## src/rtl/z8_timer.sv

```systemverilog
// z8_timer: Z8 counter/timer block (T0/T1, prescalers PRE0/PRE1, mode register TMR)
// on the SFR bus at 0xF1-0xF5. Raises one-cycle IRQ4 (T0) / IRQ5 (T1) pulses.
// Optional feature macro: Z8_TIMER_TOUT_EN enables the TOUT toggle output;
// when undefined, tout is tied low and TMR[7:6] are plain storage.
module z8_timer #(
    parameter int DIV_LOG2 = 2
) (
    input  logic       clk,
    input  logic       reset,
    input  logic [7:0] sfrAddr,
    input  logic       sfrWrite,
    input  logic [7:0] sfrDataIn,
    output logic [7:0] sfrDataOut,
    output logic       irqT0,
    output logic       irqT1,
    output logic       tout
);

    localparam logic [7:0] ADDR_TMR  = 8'hF1;
    localparam logic [7:0] ADDR_T1   = 8'hF2;
    localparam logic [7:0] ADDR_PRE1 = 8'hF3;
    localparam logic [7:0] ADDR_T0   = 8'hF4;
    localparam logic [7:0] ADDR_PRE0 = 8'hF5;

    // Index 0 is T0/PRE0, index 1 is T1/PRE1 throughout.
    logic [DIV_LOG2-1:0] div;
    logic                tick;
    logic [1:0]          tout_sel;    // TMR[7:6]
    logic [1:0]          tmr_spare;   // TMR[5:4], storage only
    logic [1:0]          en;          // TMR[3] / TMR[1]
    logic [7:0]          reload [2];  // Tn reload value
    logic [7:0]          pre    [2];  // PREn as written; [7:2] reload, [0] continuous
    logic [7:0]          cnt    [2];  // live counters
    logic [5:0]          ps     [2];  // live prescalers
    logic [1:0]          irq_q;
    logic                tmr_wr;
    logic [1:0]          load;
    logic [1:0]          step;
    logic [1:0]          eoc;

    assign tick   = &div;
    assign tmr_wr = sfrWrite && (sfrAddr == ADDR_TMR);
    assign irqT0  = irq_q[0];
    assign irqT1  = irq_q[1];

    // Free-running clock divider; tick is high on the last phase of each period.
    always_ff @(posedge clk or posedge reset) begin
        if (reset) begin
            div <= '0;
        end else begin
            // NOTE: state is updated with non-blocking assignments so every
            // flop samples pre-edge values regardless of statement order.
            div <= div + 1'b1;
        end
    end

    // Per-timer load strobes, counting qualifiers and end-of-count detection.
    always_comb begin
        // NOTE: every output gets a default first so no path leaves a value
        // held, which would infer a latch.
        load = '0;
        step = '0;
        eoc  = '0;
        for (int i = 0; i < 2; i++) begin
            load[i] = tmr_wr && sfrDataIn[2*i];
            // A load on the same edge overrides counting, so it also masks eoc.
            step[i] = tick && en[i] && !load[i];
            eoc[i]  = step[i] && (ps[i] == 6'd1) && (cnt[i] == 8'd1);
        end
    end

    // Host-writable registers: TMR upper bits and the Tn / PREn reload values.
    always_ff @(posedge clk or posedge reset) begin
        if (reset) begin
            tout_sel  <= '0;
            tmr_spare <= '0;
            // NOTE: these arrays are a handful of flops, not a RAM macro, so
            // clearing them in the async reset branch is intended.
            for (int i = 0; i < 2; i++) begin
                reload[i] <= '0;
                pre[i]    <= '0;
            end
        end else if (sfrWrite) begin
            case (sfrAddr)
                ADDR_TMR: begin
                    tout_sel  <= sfrDataIn[7:6];
                    tmr_spare <= sfrDataIn[5:4];
                end
                ADDR_T1:   reload[1] <= sfrDataIn;
                ADDR_PRE1: pre[1]    <= sfrDataIn;
                ADDR_T0:   reload[0] <= sfrDataIn;
                ADDR_PRE0: pre[0]    <= sfrDataIn;
                default: ;
            endcase
        end
    end

    // Prescaler/counter datapath, enable bits and registered irq pulses.
    always_ff @(posedge clk or posedge reset) begin
        if (reset) begin
            en    <= '0;
            irq_q <= '0;
            for (int i = 0; i < 2; i++) begin
                cnt[i] <= '0;
                ps[i]  <= '0;
            end
        end else begin
            for (int i = 0; i < 2; i++) begin
                if (load[i]) begin
                    ps[i]  <= pre[i][7:2];
                    cnt[i] <= reload[i];
                end else if (step[i]) begin
                    if (ps[i] == 6'd1) begin
                        // Prescaler expired: reload it and step the counter.
                        // A reload of 0 wraps through 63/255, giving 64/256.
                        ps[i] <= pre[i][7:2];
                        if (cnt[i] == 8'd1)
                            cnt[i] <= pre[i][0] ? reload[i] : 8'd0;
                        else
                            cnt[i] <= cnt[i] - 8'd1;
                    end else begin
                        ps[i] <= ps[i] - 6'd1;
                    end
                end

                if (tmr_wr)
                    en[i] <= sfrDataIn[2*i+1];
                // Single-pass end-of-count stops the timer even if the same
                // edge carries a TMR write.
                if (eoc[i] && !pre[i][0])
                    en[i] <= 1'b0;

                irq_q[i] <= eoc[i];
            end
        end
    end

    // Register read mux; undecoded addresses return 0xFF and LD bits read 0.
    always_comb begin
        sfrDataOut = 8'hFF;
        case (sfrAddr)
            ADDR_TMR:  sfrDataOut = {tout_sel, tmr_spare, en[1], 1'b0, en[0], 1'b0};
            ADDR_T1:   sfrDataOut = cnt[1];
            ADDR_PRE1: sfrDataOut = pre[1];
            ADDR_T0:   sfrDataOut = cnt[0];
            ADDR_PRE0: sfrDataOut = pre[0];
            default:   sfrDataOut = 8'hFF;
        endcase
    end

`ifdef Z8_TIMER_TOUT_EN
    logic tout_q;

    // TOUT toggles on end-of-count of the selected timer, aligned with its irq.
    always_ff @(posedge clk or posedge reset) begin
        if (reset)
            tout_q <= 1'b0;
        else if (((tout_sel == 2'b01) && eoc[0]) || ((tout_sel == 2'b10) && eoc[1]))
            tout_q <= ~tout_q;
    end

    assign tout = tout_q;
`else
    assign tout = 1'b0;
`endif

endmodule
```

## config.mk

```make
export PLATFORM = sky130hd
export DESIGN_NAME = z8_timer
export DESIGN_NICKNAME = d
export VERILOG_FILES = /design/src/rtl/z8_timer.sv
export SDC_FILE = /design/constraint.sdc
export NUM_CORES = 1
export LEC_CHECK = 0
export CORE_UTILIZATION = 53
export DETAILED_ROUTE_END_ITERATION = 12
export PLACE_DENSITY = 0.77
export SLEW_MARGIN = 10
export SYNTH_ARGS = -nofsm -noshare
export SYNTH_HDL_FRONTEND = slang
export SYNTH_SLANG_ARGS = --single-unit
```

## constraint.sdc

```tcl
create_clock -name clk -period 1.8 [get_ports clk]
set_input_delay 0.18 -clock clk [delete_from_list [all_inputs] [get_ports clk]]
set_output_delay 0.18 -clock clk [all_outputs]
set_load 0.05 [all_outputs]
```

# --- Word level (Yosys, flattened, before mapping) ---
# Cells that the tools add are included.
word_totals:
  register_bits: 70
  inputBits: 19
  out_inout_bits: 11
op_classes:
  add_sub_neg: 5
  eq_ne: 9
  muxes: 21
  reduce_logical: 31
ops:
  columns: ["op", "count"]
  rows:
  - ["8-bit 2-to-1 mux", 10]
  - ["8-bit == test, second input constant", 5]
  - ["8-bit one-hot mux with 5 select lines", 1]
  - ["6-bit 2-to-1 mux", 6]
  - ["8-bit by 1-bit == test with 1-bit output, second input constant", 2]
  - ["2-bit AND reduction", 8]
  - ["8-bit by 1-bit subtractor with 8-bit output, second input constant", 2]
  - ["1-bit logical AND", 13]
  - ["6-bit by 1-bit == test with 1-bit output, second input constant", 2]
  - ["2-bit nonzero test", 6]
  - ["6-bit by 1-bit subtractor with 6-bit output, second input constant", 2]
  - ["1-bit zero test", 4]
  - ["1-bit 2-to-1 mux", 4]
  - ["2-bit by 1-bit adder with 2-bit output, second input constant", 1]

# --- Logic depth before layout (Yosys ltp) ---
depth:
  depth_word: 9
  mapped_depth: 8

# --- Least setup slack after synthesis ---
# Ideal clock, no wire load.
synth_path:
  path_kind: "flip-flop to flip-flop"
  from: "reg cnt[11] (netlist name)"
  to: "reg cnt[8] (netlist name)"
  setup_time_ns: 0.133
  arrival_time_ns: 1.579
  slack_ns: 0.088
  stages_incl_launch_ff: 6
  n_path_buf: 0
  synth_period_minus_slack_ns: 1.712
  cell_sequence: "dfrtp_1 -> or3_4 -> nor4_4 -> nor2_1 -> a221oi_2 -> a21oi_1"
synth_between:
  elab_chain_cells: 5
synth_rtl:
  columns: ["element", "line", "text"]
  rows:
  - ["start, declared", "33", "logic [7:0] cnt [2];"]
  - ["start signal, assigned by index", "111", "cnt[i] <= reload[i];"]
  - ["start signal, assigned by index", "118", "cnt[i] <= pre[i][0] ? reload[i] : 8'd0;"]
  - ["start signal, assigned by index", "120", "cnt[i] <= cnt[i] - 8'd1;"]
  - ["8-bit by 1-bit == test with 1-bit output", "117", "if (cnt[i] == 8'd1)"]
  - ["8-bit 2-to-1 mux", "117", null]
  - ["8-bit 2-to-1 mux", "113", "if (ps[i] == 6'd1) begin"]
  - ["8-bit 2-to-1 mux", "112", "end else if (step[i]) begin"]
  - ["8-bit 2-to-1 mux", "109", "if (load[i]) begin"]
# Every way passes these cells. The select of a mux whose other input is x is not followed.
# A chain may end at the register's enable or synchronous reset.

# --- Worst setup path in the final report ---
layout_path:
  from: "reg cnt[13] (netlist name)"
  to: "reg cnt[13] (netlist name)"
layout_between:
  elab_chain_cells: 5
  word_cells_on_any_way: 6
  cone_classes: "add/sub: 1; eq/ne: 1; mux: 4"
layout_rtl:
  columns: ["element", "line"]
  rows:
  - ["8-bit by 1-bit subtractor with 8-bit output or 8-bit by 1-bit == test with 1-bit output (tied branches)", "120, 117"]
  - ["8-bit 2-to-1 mux (*)", "117"]
  - ["8-bit 2-to-1 mux (*)", "113"]
  - ["8-bit 2-to-1 mux (*)", "112"]
  - ["8-bit 2-to-1 mux (*)", "109"]
# Mark *: on every way between the ends. The rest lies on a longest branch, timed or not. The select of a mux whose other input is x is not followed.

==> out/qor.yml <==
clockBufferDepth: 2
drt_iter0_markers: 290
slew_viol_final: 0
grt_antenna_before_repair: 0
setup_ws_ns: -0.02301
yosys_warnings: 0
clock_latency_ns: 0.36
via_per_inst: 6.100
slew_headroom: 0.6303
synth_edf_count: 0
cts_made_buffers: 9
muxShareOfSynthArea: 0.1165
synth_common_cells: "dfrtp_1 (70), mux2_2 (36), nand2_1 (36), a21oi_1 (34), inv_1 (23)"
layout-drive-gt1-share: 0.3341
avgRoutedWirePerCell_um: 18.88
fmax_ghz: 0.5485
grt_pass1_wl_um: 16760
worst_pin_slew_ns: 0.5525
fin_crit_ns: 1.823
finalPower_uw: 3585
post-route-period-util: 1.013
clock_sinks: 70
ctsHoldBuffers: 0
grt_overflow: 0
rows: 30
synth_flop_cell: "dfrtp_1"
routed_wl_um: 10400
cts_tree: "built"
cts.clk_slew.worst_paths_ns: 0.07
dp_hpwl_um: 7002
netlist_instances: 372
peakVddDrop_uv: 482.9
avgSynthCellArea_um2: 10.05
yosys.area_share.adder: 0.03012
path_max_fanout: 8
grt_util_met3: 0.07122
final.setup_skew_ns: 0.007455
areaGrowthSynthToFinish_pct: 31.19
maxCapViolations: 0
start_util: 0.5503
multiInputGateArea_um2: 1916
hold_path.class: "in -> async"
grt_use_met2: 0.4791
coreArea_um2: 6794
synth.most_common_cell: "dfrtp_1"
drc: 0
synth_top_area_share: 0.4685
top_usage_layer: "met2"
yosysTopAreaCell: "dfrtp_1"
synthXorXnorAreaFrac: 0.004685
syn-num-nets: 400
antenna_left: 0
use_met1: 0.3941
seqCellArea_um2: 1753
status: "finished, violations left"
synth_sequential_area_ratio: 0.4685
violations: "setup timing"
n_antenna_cell: 0
synth-compound-area-share: 0.1627
ctsHtreeMaxLevel: 3
die-area_um2: 7393
vias: 3361
dp_slack_ns: -0.3510
track_usage: 0.3017
synth_top_family_by_area: "simple AND/OR/NAND/NOR gates"
fp.dieH_um: 85.99
power_density_nw_per_um2: 731.0
grt_pass1_vias: 3291
synth_simple_gate_area_frac: 0.1720
synth-seq-cells: 70
ioPinCount: 30
dp_cells: 528
nets: 478
firstDrtPassIters: 5
cp.required_ns: 2.08
rsz0062_at_grt: "true"
die_x_um: 85.99
globalplace.congestion: 0.9310
rrSetupSlack_ns: -0.02
final_cells: 551
grt_max_degree: 71
port_buffers: 28
finalSetupViolCount: 4
cp-end-kind: "flop"
synth_area_leaders: "dfrtp_1 (47%), mux2_2 (11%), a21oi_1 (4.6%), nand2_1 (3.6%), a22oi_1 (3.2%)"
syn_area_um2: 3739
synth_cell_types: 53
hold_violations: 0
crit_type: "reg -> reg"
synthArstFlopShare: 1.000
cp-start-kind: "flop"
cp.arrival_ns: 2.11
n_fill_cell: 475
root_buffer: "clkbuf_8"
cellLeakagePower_uw: 0.002203
metrics by stage:
step	hold slack, ns	cell area [um^2]	TNS (ns)	util
final	0.2461	4905	-0.05457	0.7219
after global routing	0.2801	4905	-0.6608	0.7219
after CTS	0.2794	4848	0	0.7136
after detailed placement	0.4190	4553	-16.62	0.6702
after global placement	0.4131	4553	-14.24	0.6702
after floorplan	0.3306	3742	0	-
cell type report:
type                       count  area share
timing repair buffer          83      0.1638
sequential                    70      0.3574
tap                           96     0.02449
clock buffer                  10     0.02806
inverter                      23     0.01837
clock inverter                 6     0.01735
multi-input combinational    263      0.3906
power breakdown:
part           switching [uW]  internal (uW)  leakage, uW
clock network             614            812     0.000108
registers                98.7           1660     0.000884
logic                     215            181      0.00121
total                     928           2660      0.00220
flip-flops by register name, summed over array words and instances (netlist names):
name and cells:
div 2, pre 16, reload 16, tmr_spare 2, irq_q 2, ps 12
tout_sel 2, en 2, cnt 16
critical path, cell delays in order, from the launching register on:
cell and delay, ns:
dfrtp_1 0.38, or3_4 0.42, nor4_4 0.31, buf_4 0.19, a21o_4 0.17, a22oi_2 0.09
o22ai_1 0.19
cells in the final DEF, fill, tap and decap left out, drive strengths merged, types with 3 or more instances in the layout:
cell | netlist | routed
clkdlybuf4s50 | 0 | 12
a22oi | 16 | 16
and2 | 6 | 6
nor4 | 4 | 4
dfrtp | 70 | 70
or3 | 3 | 3
nor3b | 3 | 3
clkbuf | 6 | 15
inv | 23 | 22
clkinvlp | 0 | 3
mux2 | 36 | 36
ha | 9 | 9
mux2i | 3 | 3
nor3 | 13 | 13
a221oi | 4 | 4
nand3 | 11 | 11
a21oi | 34 | 34
buf | 10 | 66
o21ai | 14 | 14
nand4 | 8 | 8
o22ai | 11 | 11
nor2 | 21 | 21
nand2 | 36 | 36
final timing paths:
path,depth (start not counted),startpoint,to
setup / recovery,6,cnt[13],cnt[13]
hold / removal,3,reset,reload[3]
max in group asynchronous,3,reset,cnt[12]
min in group clk,1,div[0],div[0]
setup reg to reg,6,cnt[13],cnt[13]
hold reg to reg,1,div[0],div[0]
timing repair:
| item | in CTS | in global routing |
|---|---|---|
| endpoints found under the setup margin | 13 | 24 |
| pin swaps | 14 | 17 |
| gates resized for setup | 28 | 24 |
| gates cloned | 1 | 0 |
| hold endpoints to repair | 0 | 0 |
| setup buffers | 3 | 3 |
metal layers:
layer / wire (um) / vias to the layer above
li1: - / 1520
met3: 668 / 35
met5: 0 / -
met4: 385 / 0
met1: 4427 / 1668
met2: 4920 / 138
cell families (layout without fill, tap and decap cells):
group / Yosys count / after routing
flops: 70 / 70
simple gates: 117 / 117
compound gates: 95 / 95
other cells: 1 / 1
xor+xnor: 2 / 2
fa+ha+maj: 9 / 9
mux: 39 / 39
buf+inv: 39 / 122
Power figures use the tool's default switching activity.
